File: src/rtl/rtc_pkg.sv
// rtc_pkg: phase constants, register address table, FSM encoding and BCD helper for the RTC read sequencer
package rtc_pkg;
  localparam int NUM_REGS = 6;
  localparam int TXN_LEN = 10;
  localparam logic [3:0] P_ADDR_LO = 4'd0;
  localparam logic [3:0] P_ADDR_HI = 4'd3;
  localparam logic [3:0] P_WR_LO = 4'd1;
  localparam logic [3:0] P_WR_HI = 4'd2;
  localparam logic [3:0] P_TURN = 4'd4;
  localparam logic [3:0] P_RD_LO = 4'd5;
  localparam logic [3:0] P_RD_HI = 4'd8;
  localparam logic [3:0] P_CAPT = 4'd7;
  localparam logic [3:0] P_LAST = 4'(TXN_LEN - 1);
  localparam logic [7:0] ADDR [0:NUM_REGS-1] = '{8'h00, 8'h02, 8'h04, 8'h07, 8'h08, 8'h09};
  typedef enum logic [1:0] {S_IDLE, S_RUN, S_DONE} state_e;
  function automatic logic in_rng(input logic [3:0] p, input logic [3:0] lo, input logic [3:0] hi);
    return p >= lo && p <= hi;
  endfunction
  function automatic logic bad_bcd(input logic [8*NUM_REGS-1:0] d);
    logic bad;
    bad = 1'b0;
    for (int i = 0; i < 2 * NUM_REGS; i++) bad = bad | (d[4*i +: 4] > 4'h9);
    return bad;
  endfunction
endpackage

File: src/rtl/rtc_bus_phase_gen.sv
// rtc_bus_phase_gen: per-transaction phase counter with registered RTC bus strobe decode
module rtc_bus_phase_gen
  import rtc_pkg::*;
(
  input  logic       clk,
  input  logic       reset_n,
  input  logic       run_i,
  input  logic       clear_i,
  input  logic [7:0] addr_i,
  output logic [3:0] p_o,
  output logic       last_o,
  output logic       cs_n_o,
  output logic       rd_n_o,
  output logic       wr_n_o,
  output logic       a_d_o,
  output logic       bus_oe_o,
  output logic [7:0] bus_out_o
);
  logic       act_q, act_d, addr_ph, wr_ph, rd_ph;
  logic [3:0] p_q, p_d;
  logic       cs_n_q, rd_n_q, wr_n_q, a_d_q, oe_q;
  logic [7:0] bus_out_q;
  // strobes are decoded from the next phase so they are registered yet aligned with p
  always_comb begin
    act_d = run_i & ~clear_i;
    p_d = (act_d && act_q && p_q != P_LAST) ? p_q + 4'd1 : 4'd0;
    addr_ph = act_d && in_rng(p_d, P_ADDR_LO, P_ADDR_HI);
    wr_ph = act_d && in_rng(p_d, P_WR_LO, P_WR_HI);
    rd_ph = act_d && in_rng(p_d, P_RD_LO, P_RD_HI);
  end
  always_ff @(posedge clk or negedge reset_n)
    if (!reset_n) begin
      act_q <= 1'b0;
      p_q <= 4'd0;
      cs_n_q <= 1'b1;
      rd_n_q <= 1'b1;
      wr_n_q <= 1'b1;
      a_d_q <= 1'b1;
      oe_q <= 1'b0;
      bus_out_q <= 8'h00;
    end else begin
      act_q <= act_d;
      p_q <= p_d;
      cs_n_q <= ~(wr_ph | rd_ph);
      rd_n_q <= ~rd_ph;
      wr_n_q <= ~wr_ph;
      a_d_q <= ~addr_ph;
      oe_q <= addr_ph;
      bus_out_q <= addr_ph ? addr_i : 8'h00;
    end
  assign p_o = p_q;
  assign last_o = act_q && p_q == P_LAST;
  assign cs_n_o = cs_n_q;
  assign rd_n_o = rd_n_q;
  assign wr_n_o = wr_n_q;
  assign a_d_o = a_d_q;
  assign bus_oe_o = oe_q;
  assign bus_out_o = bus_out_q;
endmodule

File: src/rtl/rtc_read_sequencer.sv
// rtc_read_sequencer: reads the RTC time/date registers into a shadow buffer and commits the frame atomically
module rtc_read_sequencer
  import rtc_pkg::*;
(
  input  logic                  clk,
  input  logic                  reset_n,
  input  logic                  start,
  input  logic                  abort,
  input  logic [7:0]            bus_in,
  output logic [7:0]            bus_out,
  output logic                  bus_oe,
  output logic                  cs_n,
  output logic                  rd_n,
  output logic                  wr_n,
  output logic                  a_d,
  output logic                  busy,
  output logic                  done,
  output logic [8*NUM_REGS-1:0] data_out,
  output logic                  bcd_err
);
  state_e                state_q, state_d;
  logic [2:0]            idx_q, idx_d;
  logic [3:0]            p;
  logic                  last;
  logic [8*NUM_REGS-1:0] shadow_q, data_q;
  logic                  busy_q, done_q, bcd_q;
  always_comb begin
    state_d = state_q;
    idx_d = idx_q;
    case (state_q)
      S_IDLE: if (start && !abort) begin
        state_d = S_RUN;
        idx_d = 3'd0;
      end
      S_RUN: if (abort) state_d = S_IDLE;
        else if (last) begin
          if (idx_q == 3'(NUM_REGS - 1)) state_d = S_DONE;
          else idx_d = idx_q + 3'd1;
        end
      default: state_d = S_IDLE;
    endcase
  end
  rtc_bus_phase_gen u_phase (
    .clk       (clk),
    .reset_n   (reset_n),
    .run_i     (state_d == S_RUN),
    .clear_i   (abort),
    .addr_i    (ADDR[idx_d]),
    .p_o       (p),
    .last_o    (last),
    .cs_n_o    (cs_n),
    .rd_n_o    (rd_n),
    .wr_n_o    (wr_n),
    .a_d_o     (a_d),
    .bus_oe_o  (bus_oe),
    .bus_out_o (bus_out)
  );
  always_ff @(posedge clk or negedge reset_n)
    if (!reset_n) begin
      state_q <= S_IDLE;
      idx_q <= 3'd0;
      shadow_q <= '0;
      data_q <= '0;
      busy_q <= 1'b0;
      done_q <= 1'b0;
      bcd_q <= 1'b0;
    end else begin
      state_q <= state_d;
      idx_q <= idx_d;
      busy_q <= state_d != S_IDLE;
      done_q <= state_d == S_DONE;
      if (state_q == S_RUN && p == P_CAPT) shadow_q[{idx_q, 3'b000} +: 8] <= bus_in;
      if (state_q == S_RUN && state_d == S_DONE) begin
        data_q <= shadow_q;
        bcd_q <= bad_bcd(shadow_q);
      end
    end
  assign busy = busy_q;
  assign done = done_q;
  assign data_out = data_q;
  assign bcd_err = bcd_q;
endmodule
File: config.mk
export PLATFORM = sky130hd
export DESIGN_NAME = rtc_read_sequencer
export DESIGN_NICKNAME = d
export VERILOG_FILES = /design/src/rtl/rtc_pkg.sv /design/src/rtl/rtc_bus_phase_gen.sv /design/src/rtl/rtc_read_sequencer.sv
export SDC_FILE = /design/constraint.sdc
export NUM_CORES = 1
export LEC_CHECK = 0
export ABC_AREA = 1
export BUFFER_PORTS_ARGS = -buffer_cell sky130_fd_sc_hd__buf_4
export CORE_MARGIN = 2
export CORE_UTILIZATION = 50
export CTS_BUF_LIST = sky130_fd_sc_hd__clkbuf_16
export DETAILED_ROUTE_END_ITERATION = 12
export PLACE_DENSITY = 0.74
export SKIP_CTS_REPAIR_TIMING = 1
export SLEW_MARGIN = 10
export SYNTH_ARGS = -nofsm -noshare
export SYNTH_HDL_FRONTEND = slang
export SYNTH_HIERARCHICAL = 1
export SYNTH_SLANG_ARGS = --single-unit
export TNS_END_PERCENT = 20
File: constraint.sdc
create_clock -name clk -period 1.9 [get_ports clk]
set_input_delay 0.38 -clock clk [delete_from_list [all_inputs] [get_ports clk]]
set_output_delay 0.38 -clock clk [all_outputs]
set_load 0.02 [all_outputs]
After elaboration in Yosys (flattened, before gate mapping)
Memories as Yosys holds them, arrays and structs flattened.
Cells that the tools add are included.
{ "totals": {"wordCells": 96, "mem_bits_rw": 0, "latch_bits": 0, "mem_bits_ro": 64, "n_memories": 1, "in_bits": 12, "out_inout_bits": 64, "ff_bits": 122} }
{ "memory_table": {"columns": ["memory", "depth", "width", "read_ports", "rd_clocked_by_memory_dff", "write_ports", "line", "source"], "rows": [
  ["(name not given)", 8, 8, 1, 0, 0, "rtc_read_sequencer.sv:48", ".addr_i (ADDR[idx_d]),"]
]} }
{ "classes": {"n_reduce_logical": 15, "muxes": 15, "eq_ne": 7, "magnitude_cmp": 19, "div_mod_pow": 0, "mul": 0, "bitwise_logic": 19, "shifts": 2, "addsub": 3} }
{ "ops": {"columns": ["op", "count"], "rows": [
  ["48-bit bitwise mux", 1],
  ["4-bit greater-than comparator (second input constant)", 12],
  ["8-bit by 8-bit variable shift with 48-bit output (first input constant)", 1],
  ["8-bit by 8-bit variable part select with 48-bit output", 1],
  ["8-bit 2-to-1 mux", 3],
  ["1-bit logical AND", 12],
  ["3-bit 2-to-1 mux", 4],
  ["1-bit bitwise OR", 12],
  ["4-bit by 1-bit greater-or-equal comparator with 1-bit output (second input constant)", 2],
  ["4-bit by 2-bit less-or-equal comparator with 1-bit output (second input constant)", 2],
  ["2-bit 2-to-1 mux", 4],
  ["6-bit negation with 8-bit output", 1],
  ["3-bit case mux with 2 select lines", 1],
  ["1-bit inverter", 5],
  ["4-bit by 1-bit adder with 4-bit output (second input constant)", 1],
  ["2-bit by 1-bit == test with 1-bit output (second input constant)", 2],
  ["4-bit by 3-bit == test with 1-bit output (second input constant)", 1],
  ["4-bit == test (second input constant)", 1],
  ["4-bit by 3-bit greater-or-equal comparator with 1-bit output (second input constant)", 1],
  ["4-bit greater-or-equal comparator (second input constant)", 1],
  ["4-bit less-or-equal comparator (second input constant)", 1],
  ["4-bit 2-to-1 mux", 1],
  ["4-bit != test (second input constant)", 1],
  ["3-bit inverter with 4-bit output", 1],
  ["other kinds (8)", 8]
]} }

Depth between registers and ports, before layout
Gate-level depths: netlist (run 1).
{ "depth": {"ltp_word": 15, "mapped_depth": 15, "depth_no_buf": 15} }

Hierarchy
Netlist (run 1), hierarchy kept.
{ "modules_own_cells": {"columns": ["module", "seq_area_each_um2", "instances", "cells_each", "area_each_um2"], "rows": [
  ["rtc_read_sequencer", 2602.5, 1, 557, 4606.9],
  ["rtc_bus_phase_gen", 455.4, 1, 82, 793.3]
]} }

Least setup slack after synthesis (run 1)
OpenSTA, ideal clock, no wires.
{ "synth_timing": {"path_kind": "register to register", "start": "register idx_q[0]", "end": "register shadow_q[35]", "n_path_buf": 2, "required_ns": 1.779, "setup_time_ns": 0.121, "slack_ns": -0.165, "arrival_time_ns": 1.943, "stages_incl_launch_ff": 11, "synth_period_minus_slack_ns": 2.065, "cell_sequence": "dfrtp_1 -> inv_2 -> ha_1 -> ha_1 -> buf_2 -> inv_1 -> buf_2 -> nor3_1 -> nand3_1 -> nand2_1 -> o21ai_1"} }
{ "synth_via": {"elab_chain_cells": 3, "elab_cells_between_ends": 4, "cone_classes": "1 x add/sub; 2 x shift; 1 x mux"} }
{ "synth_lines": {"columns": ["item", "line", "source"], "rows": [
  ["from (decl)", "rtc_read_sequencer.sv:22", "logic [2:0] idx_q, idx_d;"],
  ["from (signal assigned)", "rtc_read_sequencer.sv:69", "idx_q <= idx_d;"],
  ["6-bit negation with 8-bit output (*)", "rtc_read_sequencer.sv:72", "if (state_q == S_RUN && p == P_CAPT) shadow_q[{idx_q, 3'b000} +: 8] <= bus_in;"],
  ["8-bit by 8-bit variable part select with 48-bit output / 8-bit by 8-bit variable shift with 48-bit output (equally long branches)", "rtc_read_sequencer.sv:72", null],
  ["48-bit bitwise mux (*)", "rtc_read_sequencer.sv:72", null],
  ["to (signal, indexed assignment)", "rtc_read_sequencer.sv:72", null],
  ["to (decl)", "rtc_read_sequencer.sv:25", "logic [8*NUM_REGS-1:0] shadow_q, data_q;"]
]} }
Every way passes the cells marked *; elsewhere a longest branch is shown, timed or not.
A chain may end at the register's enable or synchronous reset.

Final worst setup path (run 1)
{ "layout_timing": {"start": "register u_phase.p_q[0] (netlist: u_phase/p_o[0])", "end": "register u_phase.cs_n_q (netlist: u_phase/cs_n_o)"} }
{ "layout_via": {"elab_chain_cells": 15, "elab_cells_between_ends": 22, "cone_classes": "1 x add/sub; 4 x order compare; 3 x eq/ne; 4 x mux; 3 x bitwise; 7 x reduce/logical"} }
{ "layout_lines": {"columns": ["item", "line", "source"], "rows": [
  ["from (decl)", "rtc_bus_phase_gen.sv:20", "logic [3:0] p_q, p_d;"],
  ["from (signal assigned)", "rtc_bus_phase_gen.sv:43", "p_q <= p_d;"],
  ["4-bit == test (*)", "rtc_bus_phase_gen.sv:52", "assign last_o = act_q && p_q == P_LAST;"],
  ["1-bit logical AND (*)", "rtc_bus_phase_gen.sv:52", null],
  ["via last", "rtc_read_sequencer.sv:24", "logic last;"],
  ["2-bit 2-to-1 mux (*)", "rtc_read_sequencer.sv:36", "else if (last) begin"],
  ["2-bit 2-to-1 mux (*)", "rtc_read_sequencer.sv:35", "S_RUN: if (abort) state_d = S_IDLE;"],
  ["2-bit case mux with 2 select lines (*)", "rtc_read_sequencer.sv:30", "case (state_q)"],
  ["2-bit by 1-bit == test with 1-bit output (*)", "rtc_read_sequencer.sv:46", ".run_i (state_d == S_RUN),"],
  ["1-bit AND (*)", "rtc_bus_phase_gen.sv:25", "act_d = run_i & ~clear_i;"],
  ["1-bit logical AND (2 in series)", "rtc_bus_phase_gen.sv:26", "p_d = (act_d && act_q && p_q != P_LAST) ? p_q + 4'd1 : 4'd0;"],
  ["4-bit 2-to-1 mux", "rtc_bus_phase_gen.sv:26", null],
  ["4-bit by 1-bit greater-or-equal comparator with 1-bit output, or another cell as far along", "rtc_pkg.sv:17", "return p >= lo && p <= hi;"],
  ["1-bit logical AND", "rtc_pkg.sv:17", null],
  ["1-bit logical AND (on tied branches)", "rtc_bus_phase_gen.sv:28, rtc_bus_phase_gen.sv:29", null],
  ["1-bit bitwise OR (*)", "rtc_bus_phase_gen.sv:44", "cs_n_q <= ~(wr_ph | rd_ph);"],
  ["1-bit inverter (*)", "rtc_bus_phase_gen.sv:44", null],
  ["to (signal assigned)", "rtc_bus_phase_gen.sv:44", null],
  ["to (decl)", "rtc_bus_phase_gen.sv:21", "logic cs_n_q, rd_n_q, wr_n_q, a_d_q, oe_q;"]
]} }
The timed path passes the listed nets; every way through them passes the cells marked *.

==> impl_metrics.toml, run 1 <==
[run_status]
status = "finished, violations left"
violations = "negative hold slack"

[floorplan]
io_pins = 76
fp-row-count = 37
core_mm2 = 0.01042
dieWidth_um = 107.9
dieArea_mm2 = 0.01165
die_y_um = 107.9
start_util_pct = 51.84

[finish]
nFillCells = 847
nets = 770
drive_gt1_share_pct = 27.19
final_cell_area_mm2 = 0.007064
diodes = 0
area_delta_synth_final_pct = 30.82

[global_routing]
grt_first_pass_wirelength_mm = 21.63
grt_overflow = 0
antenna_found_initial = 0
grt_pass1_vias = 4473
track_usage_pct = 24.43
grt_max_degree = 80

[placement]
place.gp.congestion = 0.9705
port_buffers = 75
place_ws_ns = -0.04909
dp_hpwl_mm = 9.180
place_area_mm2 = 0.006332

[pwr]
ir_drop_mv = 0.4087
power_density_mw_per_mm2 = 840.4
total_leakage_power_nw = 3.622
power_mw = 5.937

[detailed_routing]
wl_per_cell_um = 14.41
drtIter0Drc = 291
wl_mm = 12.98
ant_nets = 0
drcViolationCount = 0
vias = 4499
vias_per_cell = 4.993
dr.pass1.iters = 5

[setup_path]
path_cells = "ha_4, nand3_4, nor2_4, nand3_2, inv_2, o32ai_4, nand2_2, nor2_4, nand3_2, nand2_2, nand2_2, nand2_2, nor2_4, nor2_2"
cp_top_family = "simple AND/OR/NAND/NOR gates"
cp-start-kind = "flip-flop"
worst_path_largest_cell_delay_ns = 0.41
slowest_stage = "dfrtp_1"
arrival_ns = 2.17
crit_fanout = 3
endpoint_kind = "flip-flop"
criticalPathCategory = "flip-flop to flip-flop"
worst-path-buf-inv = 1
required_ns = 2.25
worst_path_most_repeated_cell = "nand2_2"

[yosys]
ys_seq_elements = 122
synth_top_area_share_pct = 54.68
ys_warn_count = 6
synth_area_mm2 = 0.005400
syn_inst = 639
ys_seq_area_share_pct = 56.63
synth_cell_types = 31
yosysTopAreaCell = "dfrtp_1"
ys_dominant_reg_cell = "dfrtp_1"
synth-edff-count = 0
synth-async-reset-ratio_pct = 100.0
yosys-top-cells-count = "nand2_1 (250), dfrtp_1 (118), inv_1 (61)"
synth_top_cells_by_area = "dfrtp_1 (55%), nand2_1 (17%), inv_1 (4.2%)"
synth_most_common_cell = "nand2_1"
avgSynthCellArea_um2 = 8.451

[cts]
clock-sinks = 122
cts_buffer_depth = 2
root_buffer = "clkbuf_16"
worstSkewPairLatency_ns = 0.42
path_clk_slew_ns = 0.06
cts-htree-levels = 4
cts_tree = "built"
cts_buffers = 17

[timing]
fmax_mhz = 549.4
timing.hold.ws_ns = -0.008496
skew_ns = 0.01469
timing.final.crit_share_pct = 95.81
period_needed_ns = 1.820
fin_ws_ns = 0.07967
slew_violations = 0
tightest_slew_ns = 0.5430
relSlewSlack_pct = 63.80
hold_viol_final = 17
setup_viol = 0
rsz0062_at_grt = "yes"

[hold_path]
min_path_type = "input port to async pin"

[run]
maxCapViolCount = 0
## per-layer routing
metal,global-route usage (%),part of all wire [%]
met1,32.01,44
met2,39.04,49
met3,6.295,4.8
met4,9.707,2.3
met5,0,0
## report_power, final
part,switching [mW],internal [mW],total (mW)
Combinational,0.139,0.0679,0.207
Sequential,0.00997,2.61,2.62
Clock,1.18,1.93,3.11
## stage by stage
stage	std cells	TNS (ns)	util [%]
after floorplan	642	-0.1851	-
after global placement	866	0	60.79
after detailed placement	866	-0.2786	60.79
after CTS	898	-0.9017	66.33
after global routing	901	-0.08288	67.82
final	901	0	67.82
## sequential cells by signal, summed over array words and instances, names as in the netlist
signal and cells:
bcd_err 1, busy 1, data_out 48, done 1, idx_q 3, shadow_q 48, state_q 2, u_phase/a_d_o 1
u_phase/act_q 1, u_phase/bus_oe_o 1, u_phase/bus_out_o 8, u_phase/cs_n_o 1, u_phase/p_o 4, u_phase/rd_n_o 1, u_phase/wr_n_o 1
## path summary, 6_finish.rpt
kind / slack (ns) / endpoint / startpoint / cells past startpoint
min: -0.008 / shadow_q[6] / reset_n / 2
min in group clk: 0.18 / shadow_q[34] / bus_in[2] / 3
max: 0.08 / u_phase/cs_n_o / u_phase/p_o[0] / 14
min reg2reg: 0.47 / shadow_q[32] / shadow_q[32] / 2
max in group asynchronous: 1.45 / u_phase/rd_n_o / reset_n / 2
max reg2reg: 0.08 / u_phase/cs_n_o / u_phase/p_o[0] / 14
## worst register-to-register path, delay by kind of cell, from the launching register on
family,cells,cell delay (ns)
and+or+nand+nor,11,0.99
AOI/OAI and AO/OA,1,0.11
DFF,1,0.41
buffers and inverters,1,0.06
adders and majority gates,1,0.19
## layout by cell type, fill, tap and decap left out, types with 5 or more instances in the layout
master,netlist,layout
nand4_1,9,9
o21ai_0,20,20
clkbuf_16,0,17
nand2_2,3,7
o21ai_1,20,20
clkinv_2,0,5
nor3_1,12,10
inv_2,8,11
nor2_2,15,13
nand3_2,2,7
nor2_1,38,35
nand2_1,250,246
nand3_1,35,29
inv_1,61,57
buf_4,3,105
nor2_4,5,10
dfrtp_1,118,117
## cell type report
type,count,area (um^2),share of cell area (%)
Multi-Input combinational cell,431,2115,29.93
Clock inverter,15,151.4,2.143
Sequential cell,122,3059,43.30
Tap cell,136,170.2,2.409
Inverter,69,261.5,3.702
Timing Repair Buffer,111,882.1,12.49
Clock buffer,17,425.4,6.022
## logic make-up after synthesis
logic type,after synthesis,share of synthesized area (%)
AO/OA/AOI/OAI,47,4.634
XOR/XNOR,1,0.1622
adder cells (fa/ha/maj),6,1.390
buffers and inverters,89,6.951
AND/OR/NAND/NOR,373,30.17
flip-flops,122,56.63
other,1,0.06944
Note: power is estimated with default switching activity, not from simulation.
==> run 2, diff against run 1 <==
Settings changed: ABC_AREA 1 to not set.
==> run 2 against run 1 <==
Compared with the run above:
- the flow finishes with violations (negative hold slack, negative setup slack)
- clock power rose by 3%
- register-to-register slack worse by 0.73 ns
- synthesized cell count decreased by 45%
- utilization up 3.0 points
- design area down 2.4%
- hold slack better by 0.0018 ns
- final cell count decreased by 31%
- global-route usage down 4.5 points
- fmax is 29% lower
- via count shrank 27%
- largest cell class unchanged
==> impl_metrics.toml, run 2 <==
[run_status]
status = "finished, violations left"
violations = "negative hold slack, negative setup slack"

[finish]
final_cell_mix = "dfrtp_1 (118), buf_4 (103), mux2_2 (71)"
drive_gt1_share_pct = 55.28
nFillCells = 661
area_delta_synth_final_pct = 37.53
nets = 497
diodes = 0
finalNonFillerCells = 625
final_cell_area_mm2 = 0.006892
final_common_cell = "dfrtp_1"

[floorplan]
dieArea_mm2 = 0.01084
die_y_um = 104.1
start_util_pct = 51.50
fp-row-count = 36
io_pins = 76
core_mm2 = 0.009729
dieWidth_um = 104.1

[setup_path]
cp-start-kind = "flip-flop"
crit_fanout = 8
required_ns = 2.18
worst-path-buf-inv = 3
r2r_cells = 8
criticalPathCategory = "flip-flop to flip-flop"
timing.reg2reg.setup_slack_ns = -0.65
arrival_ns = 2.83
worst_path_largest_cell_delay_ns = 0.55
setup.worst_path.start = "idx_q[0]"
worst_path_most_repeated_cell = "ha_4"
reg2reg_to = "shadow_q[22]"
path_cells = "inv_6, ha_4, ha_4, inv_2, or4_4, or4b_4, buf_6, mux2_4"
endpoint_kind = "flip-flop"
slowest_stage = "or4_4"
r2r_start = "idx_q[0]"
cp_top_family = "simple AND/OR/NAND/NOR gates"
worst-path-stages = 8

[yosys]
syn_inst = 350
synth_top_cells_by_area = "dfrtp_1 (59%), mux2_2 (20%), mux2_4 (2.4%)"
synth_cell_types = 51
ys_seq_elements = 122
ys_warn_count = 6
yosysTopAreaCell = "dfrtp_1"
synth-async-reset-ratio_pct = 100.0
synth-edff-count = 0
ys_seq_area_share_pct = 61.02
avgSynthCellArea_um2 = 14.32
synth_area_mm2 = 0.005011
synth_most_common_cell = "dfrtp_1"
synth_top_area_share_pct = 58.93
yosys-top-cells-count = "dfrtp_1 (118), mux2_2 (87), o21ai_0 (15)"
ys_dominant_reg_cell = "dfrtp_1"

[global_routing]
grt_overflow = 0
grt_pass1_vias = 3476
grt_max_degree = 64
antenna_found_initial = 0
grt_first_pass_wirelength_mm = 17.14
track_usage_pct = 19.97

[pwr]
power_density_mw_per_mm2 = 882.9
power_frac_comb_pct = 3.4
p_sw_share_pct = 21.42
p_clk_share_pct = 52.8
pwr-share-seq_pct = 43.8
total_leakage_power_nw = 3.409
p_int_mw = 4.781
switchingPower_mw = 1.303
ir_drop_mv = 0.7356

[detailed_routing]
wl_met1_mm = 4.359
drtIter0Drc = 151
wl_met2_mm = 5.560
top_layer_used = "met4"
wl_per_cell_um = 16.78
vias = 3280
dr.pass1.iters = 4
wl_mm = 10.49
drcViolationCount = 0
vias_per_cell = 5.248
wl_met3_um = 350
ant_nets = 0

[hold_path]
min_path_type = "input port to async pin"

[cts]
cts-htree-levels = 4
path_clk_slew_ns = 0.06
root_buffer = "clkbuf_16"
cts_buffers = 17
worstSkewPairLatency_ns = 0.40
cts_buffer_depth = 2
cts_tree = "built"
clock-sinks = 122

[run]
maxCapViolCount = 0

[timing]
timing.hold.ws_ns = -0.006744
skew_ns = 0.009028
slew_violations = 0
rsz0062_at_grt = "yes"
fmax_mhz = 391.8
period_needed_ns = 2.553
fin_ws_ns = -0.6525
setup_viol = 93
hold_viol_final = 5
timing.final.crit_share_pct = 134.3

[placement]
place.gp.congestion = 0.7949
port_buffers = 75
place_inst = 590
place_area_mm2 = 0.006092
dp_hpwl_mm = 7.147
run 2: changes by cell type after synthesis, moves of 10 or more:
| cell | previous run | this run |
|---|---|---|
| nand3_1 | 35 | 2 |
| buf_2 | 12 | 1 |
| nand2_1 | 250 | 10 |
| o21ai_1 | 20 | 0 |
| nor2_2 | 15 | 1 |
| mux2_2 | 0 | 87 |
| nor2_1 | 38 | 9 |
| and2_1 | 0 | 10 |
| inv_1 | 61 | 10 |
run 2: worst max-delay path by stage:
stage	to	slack, ns
2_1_floorplan	shadow_q[16]	-0.78
3_3_place_gp	shadow_q[17]	-0.62
3_5_place_dp	shadow_q[36]	-0.66
4_1_cts	shadow_q[39]	-0.68
5_1_grt	shadow_q[38]	-0.70
6_report	shadow_q[22]	-0.65
run 2: per-layer routing:
metal  vias to the layer above  track usage, %
met3                        19           5.138
li1                       1501               -
met1                      1684           24.48
met5                         -               0
met2                        76           34.02
met4                         0           7.625
run 2: logic make-up after synthesis:
group,after synthesis,synth area share [%]
flops,122,61.02
mux,95,21.95
simple gates,71,9.114
compound gates,31,3.920
buf+inv,21,1.898
fa+ha+maj,6,1.498
xor+xnor,3,0.5244
other cells,1,0.07483
run 2: power groups by stage:
stage	Combinational, mW	Sequential, mW	Clock (mW)
floorplan	0.0655	2.71	0
global placement	0.197	2.71	0
detailed placement	0.203	2.71	0
CTS	0.204	2.66	3.25
global route	0.230	2.67	3.40
finish	0.207	2.66	3.21
run 2: metrics by stage:
step	total power [mW]	hold slack [ns]	util (%)	worst slack (ns)	TNS, ns
after CTS	6.114	0.001746	68.78	-0.6829	-33.38
after global placement	2.902	0.4189	62.62	-0.6164	-28.15
after detailed placement	2.910	0.4259	62.62	-0.6622	-31.53
after floorplan	2.772	0.08441	-	-0.7794	-43.17
after global routing	6.293	0.009374	70.83	-0.7003	-34.48
final	6.085	-0.006744	70.83	-0.6525	-28.37
run 2: layout make-up:
class | instances | area, um^2 | area share [%]
Sequential cell | 122 | 3058 | 44.37
Multi-Input combinational cell | 210 | 2032 | 29.48
Timing Repair Buffer | 118 | 993.5 | 14.42
Clock buffer | 17 | 425.4 | 6.173
Clock inverter | 15 | 173.9 | 2.524
Tap cell | 133 | 166.4 | 2.415
Inverter | 10 | 42.54 | 0.6173
==> run 3, diff against run 2 <==
Settings changed: ABC_AREA set to 1, REMOVE_ABC_BUFFERS set to 1, SETUP_SLACK_MARGIN set to 0.02.
==> run 3 against run 2 <==
Compared with the run above:
- design area is 3.3% higher
- final cell count rose by 45%
- clock skew decreased by 0.0035 ns
- sequential power down 2%
- critical endpoint is now u_phase/bus_out_o[2]
- the flow now finishes without violations
- via count is 40% higher
- total power fell by 3.0%
- worst setup slack better by 0.72 ns
- utilization shrank 2.5 points
- sequential share of layout area shrank 1.4 points
- combinational power up 4%
- count of clock-buffer cells in the layout is the same
- fmax up 39%
==> impl_metrics.toml, run 3 (synthesized netlist as in run 1, its figures left out) <==
[setup_path]
required_ns = 2.20
r2r_cells = 12
r2r_start = "u_phase/p_o[0]"
crit_fanout = 7
reg2reg_to = "u_phase/bus_out_o[2]"
slowest_stage = "dfrtp_1"
worst_path_largest_cell_delay_ns = 0.41
worst_path_most_repeated_cell = "nand3_2"
arrival_ns = 2.13
endpoint_kind = "flip-flop"
cp-start-kind = "flip-flop"
path_cells = "ha_4, nand3_4, nor2_4, nand3_2, inv_2, o32ai_4, nand3_1, nor2_4, nand3_2, nand3_2, buf_12, nor2_2"
criticalPathCategory = "flip-flop to flip-flop"
timing.reg2reg.setup_slack_ns = 0.06

[timing]
period_needed_ns = 1.836
rsz0062_at_grt = "yes"
skew_ns = 0.005516
fin_tns_setup_ns = 0
fin_ws_ns = 0.06449
timing.final.crit_share_pct = 96.61
slew_violations = 0
setup_viol = 0
hold_viol_final = 0
fmax_mhz = 544.8

[placement]
port_buffers = 75
place_inst = 870
dp_hpwl_mm = 9.006
place_ws_ns = -0.05254
place_area_mm2 = 0.006344
place.gp.congestion = 0.8942

[floorplan]
core_mm2 = 0.01042
dieArea_mm2 = 0.01165
die_y_um = 107.9
fp-row-count = 37
io_pins = 76
start_util_pct = 51.84
dieWidth_um = 107.9

[cts]
cts_tree = "built"
cts_buffers = 17
worstSkewPairLatency_ns = 0.41
cts-htree-levels = 4
clock-sinks = 122
path_clk_slew_ns = 0.05
root_buffer = "clkbuf_16"
cts_buffer_depth = 2

[detailed_routing]
wl_mm = 12.88
drcViolationCount = 0
ant_nets = 0
dr.pass1.iters = 5
wl_per_cell_um = 14.18
vias = 4585
vias_per_cell = 5.050
drtIter0Drc = 237

[finish]
final_cell_area_mm2 = 0.007122
diodes = 0
final_common_cell = "nand2_1"
drive_gt1_share_pct = 29.02
area_delta_synth_final_pct = 31.88
nFillCells = 816
finalNonFillerCells = 908
nets = 777
final_cell_mix = "nand2_1 (243), dfrtp_1 (116), buf_4 (111)"

[hold_path]
min_path_type = "input port to flip-flop"
hold_path_end = "shadow_q[37]"
hp-start = "bus_in[5]"
worstHoldPathCells = 3

[run]
maxCapViolCount = 0

[run_status]
status = "complete, no violations"

[global_routing]
grt_max_degree = 51
grt_pass1_vias = 4561
track_usage_pct = 23.60
antenna_found_initial = 0
grt_overflow = 0
grt_first_pass_wirelength_mm = 21.18

[pwr]
power_density_mw_per_mm2 = 828.8
ir_drop_mv = 0.5021
total_leakage_power_nw = 3.654
power_mw = 5.902
==> run 3: cell count changes in the layout (fill, tap and decap cells not counted), sizes merged, moves of 3 or more <==
| cell | delta |
|---|---|
| a21oi | -3 |
| and2 | -10 |
| and3 | -5 |
| clkinvlp | -3 |
| inv | +61 |
| mux2 | -95 |
| nand2 | +243 |
| nand3 | +37 |
| nand4 | +6 |
| nor2 | +49 |
| nor2b | -4 |
| nor4b | -3 |
| o21ai | +25 |
==> run 3: worst max path at each step <==
stage | to | depth (start not counted) | from
after floorplan | data_out[11] | 8 | u_phase/p_o[0]
after global placement | u_phase/bus_out_o[1] | 12 | u_phase/p_o[0]
after detailed placement | u_phase/bus_out_o[1] | 15 | u_phase/p_o[1]
after CTS | u_phase/bus_out_o[0] | 13 | u_phase/p_o[1]
after global routing | u_phase/bus_out_o[1] | 15 | u_phase/p_o[1]
final | u_phase/bus_out_o[2] | 12 | u_phase/p_o[0]
==> run 3: power by group <==
group | total, mW | switching [mW] | internal (mW)
Sequential | 2.62 | 0.00997 | 2.62
Combinational | 0.216 | 0.143 | 0.0732
Clock | 3.06 | 1.16 | 1.90
==> run 3: metrics by stage <==
step / utilization (%) / hold WS (ns)
2_1_floorplan: - / 0.08441
4_1_cts: 66.29 / -0.1264
3_3_place_gp: 60.90 / 0.2983
5_1_grt: 68.37 / 0.2155
6_report: 68.37 / 0.2037
3_5_place_dp: 60.90 / 0.3002
==> run 3: final cells by class <==
cell class / count / area, um^2 / share of cell area [%]
tap: 136 / 170.2 / 2.389
clock inverter: 15 / 136.4 / 1.915
inverter: 69 / 259.0 / 3.637
sequential: 122 / 3060 / 42.97
timing repair buffer: 117 / 925.9 / 13.00
multi-input combinational: 432 / 2145 / 30.11
clock buffer: 17 / 425.4 / 5.973
==> run 3: routing by layer <==
metal | up-vias | global-route usage (%) | wire (um)
li1 | 2234 | - | -
met1 | 2187 | 28.25 | 5309
met2 | 133 | 41.02 | 6702
met3 | 31 | 5.690 | 562
met4 | 0 | 9.432 | 301
met5 | - | 0 | 0
==> run 3: worst max-delay path, delay by kind of cell (launching register included) <==
| kind | cells | cell delay [ns] |
|---|---|---|
| flops | 1 | 0.41 |
| compound gates | 1 | 0.14 |
| fa+ha+maj | 1 | 0.19 |
| simple gates | 8 | 0.81 |
| buf+inv | 2 | 0.18 |
